--- src/rtl/sseg_scan_driver.sv ---
// sseg_scan_driver: time-multiplexed seven-segment scanner with double buffering, guard interval and leading-zero blanking
module sseg_scan_driver #(
  parameter int NUM_DIGITS     = 4,
  parameter int REFRESH_DIV    = 50000,
  parameter int GUARD          = 2,
  parameter int LZ_SUPPRESS    = 1,
  parameter int ACTIVE_LOW_SEG = 0,
  parameter int ACTIVE_LOW_AN  = 0,
  localparam int IW = NUM_DIGITS > 1 ? $clog2(NUM_DIGITS) : 1,
  localparam int CW = $clog2(REFRESH_DIV)
) (
  input  logic                    clk,
  input  logic                    rst,
  input  logic                    load,
  input  logic [4*NUM_DIGITS-1:0] value,
  input  logic [NUM_DIGITS-1:0]   dp_in,
  input  logic                    blank,
  output logic [0:6]              led,
  output logic                    dp,
  output logic [NUM_DIGITS-1:0]   an,
  output logic [IW-1:0]           digit_idx,
  output logic                    frame_done
);
  logic [CW-1:0]           cnt;
  logic [IW-1:0]           idx;
  logic [4*NUM_DIGITS-1:0] shadow_val, disp_val;
  logic [NUM_DIGITS-1:0]   shadow_dp, disp_dp, zero_from;
  logic                    slot_end, frame_end, in_guard, supp, drive, dp_raw;
  logic [3:0]              nib;
  logic [6:0]              glyph;
  logic [NUM_DIGITS-1:0]   an_raw;
  assign slot_end  = cnt == CW'(REFRESH_DIV - 1);
  assign frame_end = slot_end && idx == IW'(NUM_DIGITS - 1);
  // Slot/digit counters; the displayed buffer only changes at the frame wrap so a frame never tears
  always_ff @(posedge clk or posedge rst) begin
    if (rst) begin
      cnt        <= '0;
      idx        <= '0;
      shadow_val <= '0;
      shadow_dp  <= '0;
      disp_val   <= '0;
      disp_dp    <= '0;
      frame_done <= 1'b0;
    end else begin
      cnt        <= slot_end ? '0 : cnt + 1'b1;
      frame_done <= frame_end;
      if (slot_end)
        idx <= frame_end ? '0 : idx + 1'b1;
      if (load) begin
        shadow_val <= value;
        shadow_dp  <= dp_in;
      end
      if (frame_end) begin
        disp_val <= load ? value : shadow_val;
        disp_dp  <= load ? dp_in : shadow_dp;
      end
    end
  end
  // zero_from[i] is set when digit i and every more significant digit hold zero
  always_comb begin
    logic z;
    z         = 1'b1;
    zero_from = '0;
    for (int i = NUM_DIGITS - 1; i >= 0; i--) begin
      z            = z && disp_val[4*i +: 4] == 4'h0;
      zero_from[i] = z;
    end
  end
  // Hex nibble to segment pattern, a is the MSB
  always_comb begin
    nib   = disp_val[4*idx +: 4];
    glyph = 7'b0000000;
    case (nib)
      4'h0: glyph = 7'b1111110;
      4'h1: glyph = 7'b0110000;
      4'h2: glyph = 7'b1101101;
      4'h3: glyph = 7'b1111001;
      4'h4: glyph = 7'b0110011;
      4'h5: glyph = 7'b1011011;
      4'h6: glyph = 7'b1011111;
      4'h7: glyph = 7'b1110000;
      4'h8: glyph = 7'b1111111;
      4'h9: glyph = 7'b1111011;
      4'hA: glyph = 7'b1110111;
      4'hB: glyph = 7'b0011111;
      4'hC: glyph = 7'b1001110;
      4'hD: glyph = 7'b0111101;
      4'hE: glyph = 7'b1001111;
      4'hF: glyph = 7'b1000111;
      default: glyph = 7'b0000000;
    endcase
  end
  // Drive the current digit outside the guard window unless blanked or a leading zero; polarity applied last
  always_comb begin
    in_guard  = GUARD > 0 && cnt < CW'(GUARD);
    supp      = LZ_SUPPRESS != 0 && idx != '0 && zero_from[idx] && !disp_dp[idx];
    drive     = !in_guard && !blank && !supp;
    an_raw    = drive ? NUM_DIGITS'(1) << idx : '0;
    dp_raw    = drive && disp_dp[idx];
    an        = ACTIVE_LOW_AN != 0 ? ~an_raw : an_raw;
    led       = ACTIVE_LOW_SEG != 0 ? ~(drive ? glyph : 7'b0) : (drive ? glyph : 7'b0);
    dp        = ACTIVE_LOW_SEG != 0 ? ~dp_raw : dp_raw;
    digit_idx = idx;
  end
endmodule

--- config.mk ---
export PLATFORM = sky130hd
export DESIGN_NAME = sseg_scan_driver
export DESIGN_NICKNAME = d
export VERILOG_FILES = /design/src/rtl/sseg_scan_driver.sv
export SDC_FILE = /design/constraint.sdc
export NUM_CORES = 1
export LEC_CHECK = 0
export ABC_AREA = 1
export CORE_MARGIN = 3
export CORE_UTILIZATION = 50
export CTS_CLUSTER_SIZE = 16
export DETAILED_ROUTE_END_ITERATION = 10
export GPL_ROUTABILITY_DRIVEN = 0
export GPL_TIMING_DRIVEN = 0
export HOLD_SLACK_MARGIN = 0.1
export PLACE_DENSITY = 0.69
export SLEW_MARGIN = 10
export SYNTH_ARGS = -nofsm -noshare
export SYNTH_HDL_FRONTEND = slang
export SYNTH_SLANG_ARGS = --single-unit
--- constraint.sdc ---
create_clock -name clk -period 2.5 [get_ports clk]
set_input_delay 0.25 -clock clk [delete_from_list [all_inputs] [get_ports clk]]
set_output_delay 0.25 -clock clk [all_outputs]
set_load 0.03 [all_outputs]
---- Word level (Yosys, flattened, before mapping) ----
Memory sizes are Yosys's and may differ from the RTL's.
Index checks and enable logic that the tools add are counted.
operators by class
  add/subtract/negate cells ............... 2
  order comparisons ....................... 2
  equality and inequality tests ........... 2
  shifts and indexed selects .............. 2
  muxes and demuxes ....................... 10
  reductions and logical operators ........ 18
operators with widths
  operator                                              count
  2-to-1 mux 16 bit                                     2
  adder 16 x 1 -> 16 bit (second input constant)        1
  == test 16 bit (second input constant)                1
  logical NOT 4 bit                                     4
  < comparator 16 x 2 -> 1 bit (second input constant)  1
  indexed part select 16 x 5 -> 4 bit                   1
  logical AND 1 bit                                     9
  2-to-1 mux 4 bit                                      2
  2-to-1 mux 7 bit                                      1
  binary-select mux 1 bit (select 2 bit)                2
  logical NOT 1 bit                                     4
  << shifter 1 x 2 -> 4 bit (first input constant)      1
  < comparator 2 x 3 -> 1 bit (second input constant)   1
  adder 2 x 1 -> 2 bit (second input constant)          1
  == test 2 bit (second input constant)                 1
  2-to-1 mux 1 bit                                      2
  2-to-1 mux 2 bit                                      1
  nonzero test 2 bit                                    1
word-level totals
  register bits after elaboration ......... 59
  memory bits (read-only) ................. 112
  bits of input ports ..................... 24
  output and inout bits ................... 15
  logic and storage cells ................. 44
  memories ................................ 1
memory list
  memory           words  width  read ports  clocked after Yosys merged registers in  write ports  RTL line  RTL
  (no name shown)  16     7      1           0                                        0            73        case (nib)

---- Depth between registers and ports, before layout ----
  word-level depth ........................ 11
  mapped depth ............................ 12
  mapped depth without buffers ............ 11

---- Least setup slack after synthesis ----
OpenSTA, ideal clock, no wires.
  kind .................................... flip-flop to output port
  start ................................... register idx[0] (netlist: digit_idx[0])
  end ..................................... output port led[6] (netlist bit)
  data arrival time ....................... 2,076 ps
  data required time ...................... 2,250 ps
  slack ................................... 174 ps
  stages on the path, launching flop included .. 11
  buffers on the path ..................... 1
  cell sequence ........................... dfrtp_1 inv_2 buf_2 nand2_1 nand3_1 nand2_1 inv_1 ha_1 nand3_1 nand3_1 a21oi_1
between the ends
  word-level cells in the longest chain between the ends .. 7
  elaborated cells on any way between the ends .. 13
  those cells by class .................... shift (1); mux (5); reduce/logical (6); memory (1)
RTL lines
  element                                                      RTL line  RTL
  start: declaration                                           25        logic [IW-1:0] idx;
  start signal: assignment                                     48        idx <= frame_end ? '0 : idx + 1'b1;
  branches (longest 6 deep; another with memory (16 x 7 bit))  -
  2-to-1 mux 7 bit (*)                                         101       led = ACTIVE_LOW_SEG != 0 ? ~(drive ? glyph : 7'b0) : (drive ? glyph : 7'b0);
  end: declaration                                             18        output logic [0:6] led,
Every way passes the cells marked *. The select of a mux whose other input is x is not followed.

---- Worst setup path after layout ----
  start ................................... register idx[0] (netlist: digit_idx[0])
  end ..................................... output port led[5] (netlist bit)
Same word-level chain as after synthesis.

==> out/summary.txt <==
status: completed
Synth Warn #: 0
# port buffers: 38
# diodes: 0
Sink Count: 59
most instantiated cells after synthesis: nand2_1, dfrtp_1, nor2_1
Max Fclk: 0.4190 GHz
Power Density: 495.3 nW/um^2
fin crit share: 0.9546
share of layout cells above drive strength 1: 0.1290
Worst-Margin Slew: 0.4662 ns
Post-synth ARST share: 1.000
core area: 6026 um^2
Slew HR: 0.6892
synth top area cells: dfrtp_1, nand2_1, nor2_1, nand3_1, ha_1
Final WS setup: 0.1136 ns
area of the mapped netlist: 3167 um^2
Hold WC Path Type: input pin to async pin
register area share after synthesis: 0.4662
post-detail-place hpwl: 5108 um
post-DR vias/cell: 4.969
flops & latches, synth: 59
CTS tree: yes
reg2reg start: cnt[0]
Crit Path Category: flip-flop to output pin
Peak VDD IR: 0.3484 mV
Worst Setup SP: digit_idx[0]
CP endpoint kind: output pin
P&R area growth vs syn: 23.82%
CTS clock-pin slew for the worst setup and hold paths: 0.07 ns
Final Hold Fails: 0
Clk Latency, worst-skew pair: 0.34 ns
GRT Util Overall: 0.2071
final setup vio count: 0
# IOs: 39
Die W: 85.59 um
Period minus WS final: 2.386 ns
Worst R2R End: disp_val[0]
final wirelength: 6938 um
Slew Viols, Final: 0
H-tree depth: 3
WP data arrival: 2.14 ns
EDFF count, synth: 0
most common cell in the netlist: nand2_1
Num CTS Buffers: 9
clk buf depth: 2
largest area contributor in the netlist: dfrtp_1
MaxCap Viol Count: 0
Root Buffer: clkbuf_8
worst-case reg-to-reg path depth: 11
Die ar.: 7325 um^2
Syn Inst Count: 442
first-pass GRT wire length: 11960 um
Final Skew: 0.01611 ns
Critical Path Source Type: flip-flop
1st-iter DRT viols: 227
worst-path fanout max: 10
starting density of the core: 0.5255
DRC: 0
number of nets in the layout: 534
DP Cell Count: 557
hold_buf cts: 0
vias in the first global route: 2693
drt wl/cell: 11.98 um
flop2flop setup slack: 0.75 ns
largest net degree at the start of global routing: 23
Final ANT Viol Nets: 0
Unique masters post-synth: 26
fin cells: 579
Syn Nets: 476
Die Span Y: 85.59 um
gr ovfl total: 0
top_reg_cell synth: dfrtp_1
DR pass1 iterations: 5
Site Rows: 28
mean post-synth cell area: 7.165 um^2
routed vias: 2877
Worst Setup Slack post-DPL: -0.2812 ns
share of the synthesized area in the top cell type: 0.4662
initial antenna violation count: 0
Lkg Pwr: 2.084 nW
WP data required: 2.25 ns
## layout by cell type (no fill, tap or decap), types with 2 or more instances in the layout
master and count:
nand2_1 208, dfrtp_1 58, nor2_1 51, inv_1 27, clkdlybuf4s50_1 26, nand3_1 24
buf_4 16, a21oi_1 10, ha_1 10, clkbuf_8 9, inv_2 7, clkbuf_1 7
o21ai_1 6, buf_2 6, nand2_2 5, xor2_1 5, buf_6 4, nand4_1 3
nand3_2 2, clkinv_4 2, clkinv_2 2, buf_16 2
## worst max-delay path, stage by stage (launching register included)
cell	delay [ns]
dfrtp_2	0.45
inv_4	0.09
buf_6	0.14
nand2_1	0.05
nand3_1	0.09
nand2_2	0.11
ha_1	0.22
inv_2	0.08
nor2_1	0.05
nand2_1	0.08
nand3_1	0.10
nor2_1	0.15
buf_2	0.22
## layout make-up
type	count	area [um^2]
Tap cell	75	93.84
Multi-Input combinational cell	333	1484
Sequential cell	59	1478
Fill cell	554	2105
Timing Repair Buffer	47	440.4
Buffer	12	90.09
Clock buffer	12	135.1
Clock inverter	3	40.04
Inverter	38	160.2
## state kept, by name, indices dropped and copies added (netlist names)
register and count:
digit_idx 2, disp_val 16, shadow_dp 4, cnt 16
frame_done 1, disp_dp 4, shadow_val 16
## power breakdown
group / internal, mW / switching [mW]
clock network: 0.453 / 0.361
logic: 0.0623 / 0.0758
registers: 0.983 / 0.00721
## per-layer routing
layer / wire (um) / up-vias / share of wire / global-route usage
met5: 0 / - / 0 / 0
met4: 166 / 0 / 0.024 / 0.09496
met3: 326 / 19 / 0.047 / 0.04515
met2: 3395 / 74 / 0.49 / 0.3482
met1: 3049 / 1316 / 0.44 / 0.2547
li1: - / 1468 / - / -
## repair_timing
action | CTS | global route
gates resized for setup | 60 | 25
pin swaps | 0 | 2
endpoints found under the hold margin | 0 | 0
setup endpoints to repair | 12 | 12
buffers inserted | 3 | 4
## per-stage QoR
stage,hold slack (ns),util,power (mW),TNS [ns],cell area [um^2]
final,0.2400,0.6507,1.942,0,3921
after global routing,0.2817,0.6507,2.038,-0.05417,3921
after CTS,0.2485,0.6383,1.971,0,3846
after detailed placement,0.4580,0.6134,1.152,-2.494,3696
after global placement,0.4522,0.6042,1.138,-18.42,3641
after floorplan,0.3821,-,1.075,0,3167
## cells by family after synthesis
group | Yosys count | share of synthesized area
flops | 59 | 0.4662
buf+inv | 50 | 0.07270
xor+xnor | 5 | 0.01383
simple gates | 298 | 0.3738
fa+ha+maj | 10 | 0.03951
compound gates | 20 | 0.03398
## worst max-delay path by stage
stage | depth (start not counted) | endpoint | slack (ns)
2_1_floorplan | 10 | led[6] | 0.17
3_3_place_gp | 2 | disp_val[12] | -0.28
3_5_place_dp | 13 | led[3] | -0.28
4_1_cts | 12 | dp | 0.0002
5_1_grt | 13 | an[1] | -0.02
6_report | 12 | led[5] | 0.11
No activity file was read; power rests on OpenSTA's default activity.
